===== config.mk =====
export PLATFORM = sky130hd
export DESIGN_NAME = vga_scan_generator
export DESIGN_NICKNAME = d
export VERILOG_FILES = /design/src/rtl/vga_pkg.sv /design/src/rtl/pixel_clk_en.sv /design/src/rtl/vga_scan_generator.sv
export SDC_FILE = /design/constraint.sdc
export NUM_CORES = 1
export LEC_CHECK = 0
export ABC_AREA = 0
export CAP_MARGIN = 15
export CELL_PAD_IN_SITES_DETAIL_PLACEMENT = 0
export CELL_PAD_IN_SITES_GLOBAL_PLACEMENT = 1
export CORE_UTILIZATION = 46
export DETAILED_ROUTE_END_ITERATION = 8
export DONT_BUFFER_PORTS = 1
export GPL_ROUTABILITY_DRIVEN = 0
export PLACE_DENSITY_LB_ADDON = 0.1
export SLEW_MARGIN = 20
export SYNTH_ARGS = -nofsm -noshare
export SYNTH_HDL_FRONTEND = slang
export SYNTH_HIERARCHICAL = 1
export SYNTH_SLANG_ARGS = --single-unit

===== constraint.sdc =====
create_clock -name clk -period 2.4 [get_ports clk]
set_input_delay 0.12 -clock clk [delete_from_list [all_inputs] [get_ports clk]]
set_output_delay 0.12 -clock clk [all_outputs]
set_load 0.02 [all_outputs]

===== src/rtl/vga_pkg.sv =====
// rtl/vga_pkg.sv - 640x480@60 timing constants, colour constants and fill bundle type
package vga_pkg;

    localparam int CNT_W       = 10;

    localparam int H_TOTAL     = 800;
    localparam int H_SYNC      = 96;
    localparam int H_VIS_START = 144;
    localparam int H_VIS_END   = 783;

    localparam int V_TOTAL     = 525;
    localparam int V_SYNC      = 2;
    localparam int V_VIS_START = 35;
    localparam int V_VIS_END   = 514;

    typedef logic [11:0] rgb_t;

    localparam rgb_t COL_BLACK   = 12'h000;
    localparam rgb_t COL_RED     = 12'hF00;
    localparam rgb_t COL_GREEN   = 12'h0F0;
    localparam rgb_t COL_MAGENTA = 12'hF0F;
    localparam rgb_t COL_YELLOW  = 12'hFF0;
    localparam rgb_t COL_BLUE    = 12'h00F;
    localparam rgb_t COL_WHITE   = 12'hFFF;

    // Fill flags in priority order, highest first.
    typedef struct packed {
        logic lose;
        logic win;
        logic ghost;
        logic pacman;
        logic wall;
        logic dot;
    } fill_t;

endpackage


===== src/rtl/pixel_clk_en.sv =====
// rtl/pixel_clk_en.sv - divides the system clock into a one-cycle pixel enable
module pixel_clk_en #(
    parameter int CLK_DIV = 4
) (
    input  logic clk,
    input  logic reset,
    output logic pix_en
);

    localparam int DW = $clog2(CLK_DIV);
    localparam logic [DW-1:0] DIV_LAST = DW'(CLK_DIV - 1);

    logic [DW-1:0] div_cnt;

    always_ff @(posedge clk or posedge reset) begin
        if (reset) begin
            div_cnt <= '0;
        end else if (div_cnt == DIV_LAST) begin
            div_cnt <= '0;
        end else begin
            div_cnt <= div_cnt + 1'b1;
        end
    end

    // div_cnt sits at 0 during reset, so the enable is low without extra gating.
    assign pix_en = (div_cnt == DIV_LAST);

endmodule


===== src/rtl/vga_scan_generator.sv =====
// rtl/vga_scan_generator.sv - VGA scan counters, sync pulses, colour composite and frame tick
module vga_scan_generator #(
    parameter int CLK_DIV     = 4,
    parameter int H_TOTAL     = vga_pkg::H_TOTAL,
    parameter int H_SYNC      = vga_pkg::H_SYNC,
    parameter int H_VIS_START = vga_pkg::H_VIS_START,
    parameter int H_VIS_END   = vga_pkg::H_VIS_END,
    parameter int V_TOTAL     = vga_pkg::V_TOTAL,
    parameter int V_SYNC      = vga_pkg::V_SYNC,
    parameter int V_VIS_START = vga_pkg::V_VIS_START,
    parameter int V_VIS_END   = vga_pkg::V_VIS_END
) (
    input  logic        clk,
    input  logic        reset,
    input  logic        pacmanFill,
    input  logic        ghostFill,
    input  logic        wallFill,
    input  logic        dotFill,
    input  logic        win,
    input  logic        lose,
    output logic [9:0]  hCount,
    output logic [9:0]  vCount,
    output logic        hSync,
    output logic        vSync,
    output logic        bright,
    output logic [11:0] rgb,
    output logic        pixEn,
    output logic        frameTick
);

    import vga_pkg::*;

    localparam logic [CNT_W-1:0] H_LAST = CNT_W'(H_TOTAL - 1);
    localparam logic [CNT_W-1:0] V_LAST = CNT_W'(V_TOTAL - 1);
    localparam logic [CNT_W-1:0] H_SW   = CNT_W'(H_SYNC);
    localparam logic [CNT_W-1:0] V_SW   = CNT_W'(V_SYNC);
    localparam logic [CNT_W-1:0] H_VS   = CNT_W'(H_VIS_START);
    localparam logic [CNT_W-1:0] H_VE   = CNT_W'(H_VIS_END);
    localparam logic [CNT_W-1:0] V_VS   = CNT_W'(V_VIS_START);
    localparam logic [CNT_W-1:0] V_VE   = CNT_W'(V_VIS_END);

    logic  h_last;
    logic  v_last;
    logic  vis;
    fill_t fills;
    rgb_t  colour;

    pixel_clk_en #(
        .CLK_DIV (CLK_DIV)
    ) u_pixel_clk_en (
        .clk    (clk),
        .reset  (reset),
        .pix_en (pixEn)
    );

    assign h_last    = (hCount == H_LAST);
    assign v_last    = (vCount == V_LAST);
    assign vis       = (hCount >= H_VS) && (hCount <= H_VE) &&
                       (vCount >= V_VS) && (vCount <= V_VE);
    assign frameTick = pixEn && h_last && v_last;

    assign fills = '{lose: lose, win: win, ghost: ghostFill,
                     pacman: pacmanFill, wall: wallFill, dot: dotFill};

    always_ff @(posedge clk or posedge reset) begin
        if (reset) begin
            hCount <= '0;
            vCount <= '0;
        end else if (pixEn) begin
            if (h_last) begin
                hCount <= '0;
                vCount <= v_last ? '0 : vCount + 1'b1;
            end else begin
                hCount <= hCount + 1'b1;
            end
        end
    end

    always_comb begin
        colour = COL_BLACK;
        if (!vis)              colour = COL_BLACK;
        else if (fills.lose)   colour = COL_RED;
        else if (fills.win)    colour = COL_GREEN;
        else if (fills.ghost)  colour = COL_MAGENTA;
        else if (fills.pacman) colour = COL_YELLOW;
        else if (fills.wall)   colour = COL_BLUE;
        else if (fills.dot)    colour = COL_WHITE;
    end

    // Registered from the pre-increment counts, so all four lag the counters by one pixel.
    always_ff @(posedge clk or posedge reset) begin
        if (reset) begin
            hSync  <= 1'b1;
            vSync  <= 1'b1;
            bright <= 1'b0;
            rgb    <= COL_BLACK;
        end else if (pixEn) begin
            hSync  <= ~(hCount < H_SW);
            vSync  <= ~(vCount < V_SW);
            bright <= vis;
            rgb    <= colour;
        end
    end

endmodule


==> impl_metrics.json <==
{
  "run_status": "completed",
  "vias_per_cell": 5.45,
  "fin_crit_ns": 2.16,
  "fin_tns_setup_ns": 0,
  "nNetsFinal": 190,
  "drt_wl_total_mm": 3.26,
  "p_leak_nw": 0.785,
  "netlist_instances": 159,
  "grt_max_degree": 27,
  "yosys_warnings": 6,
  "vias": 1194,
  "start_util_pct": 49.6,
  "critPathLaunchType": "register",
  "cts_tree": "done",
  "fin_cells": 219,
  "yosysMostFrequentCell": "dfrtp_1",
  "cts_max_level": 1,
  "grt.overflow.total": 0,
  "core_area_mm2": 0.00313,
  "maxCapViolations": 0,
  "grt_usage_pct": 19.7,
  "hold_class": "in2reg",
  "power.total_mw": 0.721,
  "place_inst": 210,
  "synth_ff_type": "dfrtp_1",
  "numCtsBuffers": 3,
  "antenna_found_initial": 0,
  "synth_seq_cells": 28,
  "end_kind": "primary output",
  "busiest_layer": "met2",
  "boundaryPins": 45,
  "clk_pin_slew_ns": 0.15,
  "cts-root-buf": "clkbuf_4",
  "grt_use_met2_pct": 31.1,
  "drtPass1Iterations": 4,
  "synth_top_area_share_pct": 41.9,
  "syn_area_mm2": 0.00155,
  "crit_required_ns": 2.28,
  "async_flop_share_pct": 100,
  "clk_path_buf_depth": 2,
  "crit_type": "reg2out",
  "dp_hpwl_mm": 2.41,
  "yosysUniqueCellTypes": 41,
  "antenna_cells": 0,
  "finalSetupViolations": 0,
  "tightestPinTransition_ns": 0.916,
  "power_density_mw_per_mm2": 408,
  "numPortBuffers": 0,
  "clock-sinks": 28,
  "grtUsageMet3_pct": 3.25,
  "slew_headroom_pct": 38.6,
  "drt_iter0_drc": 60,
  "postSynthAreaPerCell_um2": 9.77,
  "drv_slew": 0,
  "die-area_mm2": 0.00361,
  "drc_errors": 0,
  "synth_commonest_cells": "dfrtp_1 (26), nor2_1 (15), inv_1 (13)",
  "synth_top_cells_by_area": "dfrtp_1 (42%), xnor2_1 (5.6%), ha_1 (4.8%)",
  "grt_pass1_wl_mm": 5.28,
  "hold_violations": 0,
  "grt_pass1_vias": 1115,
  "rsz0062_at_grt": "false",
  "clk_latency_ns": 0.32,
  "grt_util_met1_pct": 27.5,
  "arrival_ns": 2.04,
  "synth-edff-count": 0,
  "finalClockSkew_ns": 0.00598,
  "dieHeight_um": 60.1,
  "rows": 20,
  "postRouteAntennaNets": 0,
  "die_w_um": 60.1,
  "yosys.area.top_type": "dfrtp_1",
  "ys_seq_area_share_pct": 45.3,
  "max-vdd-ir-drop_mv": 0.202,
  "max_freq_mhz": 463,
  "crit_fanout": 5,
  "synth_nets": 173,
  "wl_per_cell_um": 14.9,
  "drive_gt1_share_pct": 19.4,
  "finalCritPeriodShare_pct": 89.9,
  "syn_to_final_growth_pct": 13.8
}
-- registers in the layout, summed over array words and instances, names as in the netlist --
name and count:
bright 1, rgb 3, hSync 1, hCount 10, vSync 1, vCount 10, u_pixel_clk_en/div_cnt 2
-- placed cells by master, fill, tap and decap left out, types with 5 or more instances in the layout --
master,synthesis,final
inv_1,13,11
dlygate4sd3_1,0,5
nand3_1,8,8
xnor2_1,10,10
nand4_1,5,5
nor2_1,15,14
a21oi_1,7,7
nand2_1,5,5
o21ai_0,7,7
dfrtp_1,26,25
buf_4,9,20
ha_1,6,6
-- per-stage QoR --
step	area, um2	hold WS [ns]	util (%)	worst slack, ns
floorplan	1550	-0.139	-	0.214
global placement	1670	-0.137	53.3	0.348
detailed placement	1670	-0.133	53.3	0.306
CTS	1760	0.0429	56.2	0.0186
global route	1770	0.0628	56.5	0.134
finish	1770	0.0458	56.5	0.242
-- worst paths after layout --
check,from,end,slack (ns),depth (start not counted)
worst max-delay path,hCount[0]$_DFFE_PP0P_,frameTick,0.24,5
worst min-delay path,win,rgb[10]$_DFFE_PP0P_,0.05,3
worst max register to register,hCount[0]$_DFFE_PP0P_,vCount[9]$_DFFE_PP0P_,0.34,5
worst min register to register,u_pixel_clk_en/div_cnt[0]$_DFF_PP0_,u_pixel_clk_en/div_cnt[0]$_DFF_PP0_,0.45,1
max in group asynchronous,reset,vCount[0]$_DFFE_PP0P_,1.61,2
min in group asynchronous,reset,u_pixel_clk_en/div_cnt[0]$_DFF_PP0_,0.09,2
-- timing repair --
item,in CTS,in global routing
pin swaps,0,0
hold endpoints to repair,29,0
hold buffers,5,0
endpoints found under the setup margin,1,1
setup buffers,0,0
resized for setup,2,3
-- where the power goes --
part	internal [mW]	switching [mW]
combinational	0.00891	0.0132
clock	0.0928	0.134
sequential	0.472	0
-- routing by layer --
metal / wire (um) / part of all wire, % / vias to the layer above
met4: 28 / 0.86 / 0
met3: 185 / 5.7 / 4
met5: 0 / 0 / -
met2: 1500 / 46 / 36
li1: - / - / 585
met1: 1540 / 47 / 569
-- area by class of cell --
class                      count  area (um2)
multi-input combinational    105         722
inverter                      13        48.8
tap                           44        55.1
clock buffer                   4        36.3
timing repair buffer          25         200
sequential                    28         704
fill                         292        1360
-- worst max-delay path: stages, from the launching register on --
cell and delay (ns):
dfrtp_1 0.38, ha_1 0.19, nand3_1 0.20, or4_4 0.62
nor2_4 0.16, buf_4 0.15
-- logic make-up (layout without fill, tap and decap cells) --
family,Yosys count,count (layout),share of synthesized area [%]
adders and majority gates,6,6,4.83
buffers and inverters,26,42,8.94
and+or+nand+nor,58,58,21.8
DFF,28,28,45.3
xor gates and xnor gates,12,12,6.77
AOI/OAI and AO/OA,27,27,11.0
muxes,2,2,1.29
Power figures use the tool's default switching activity.
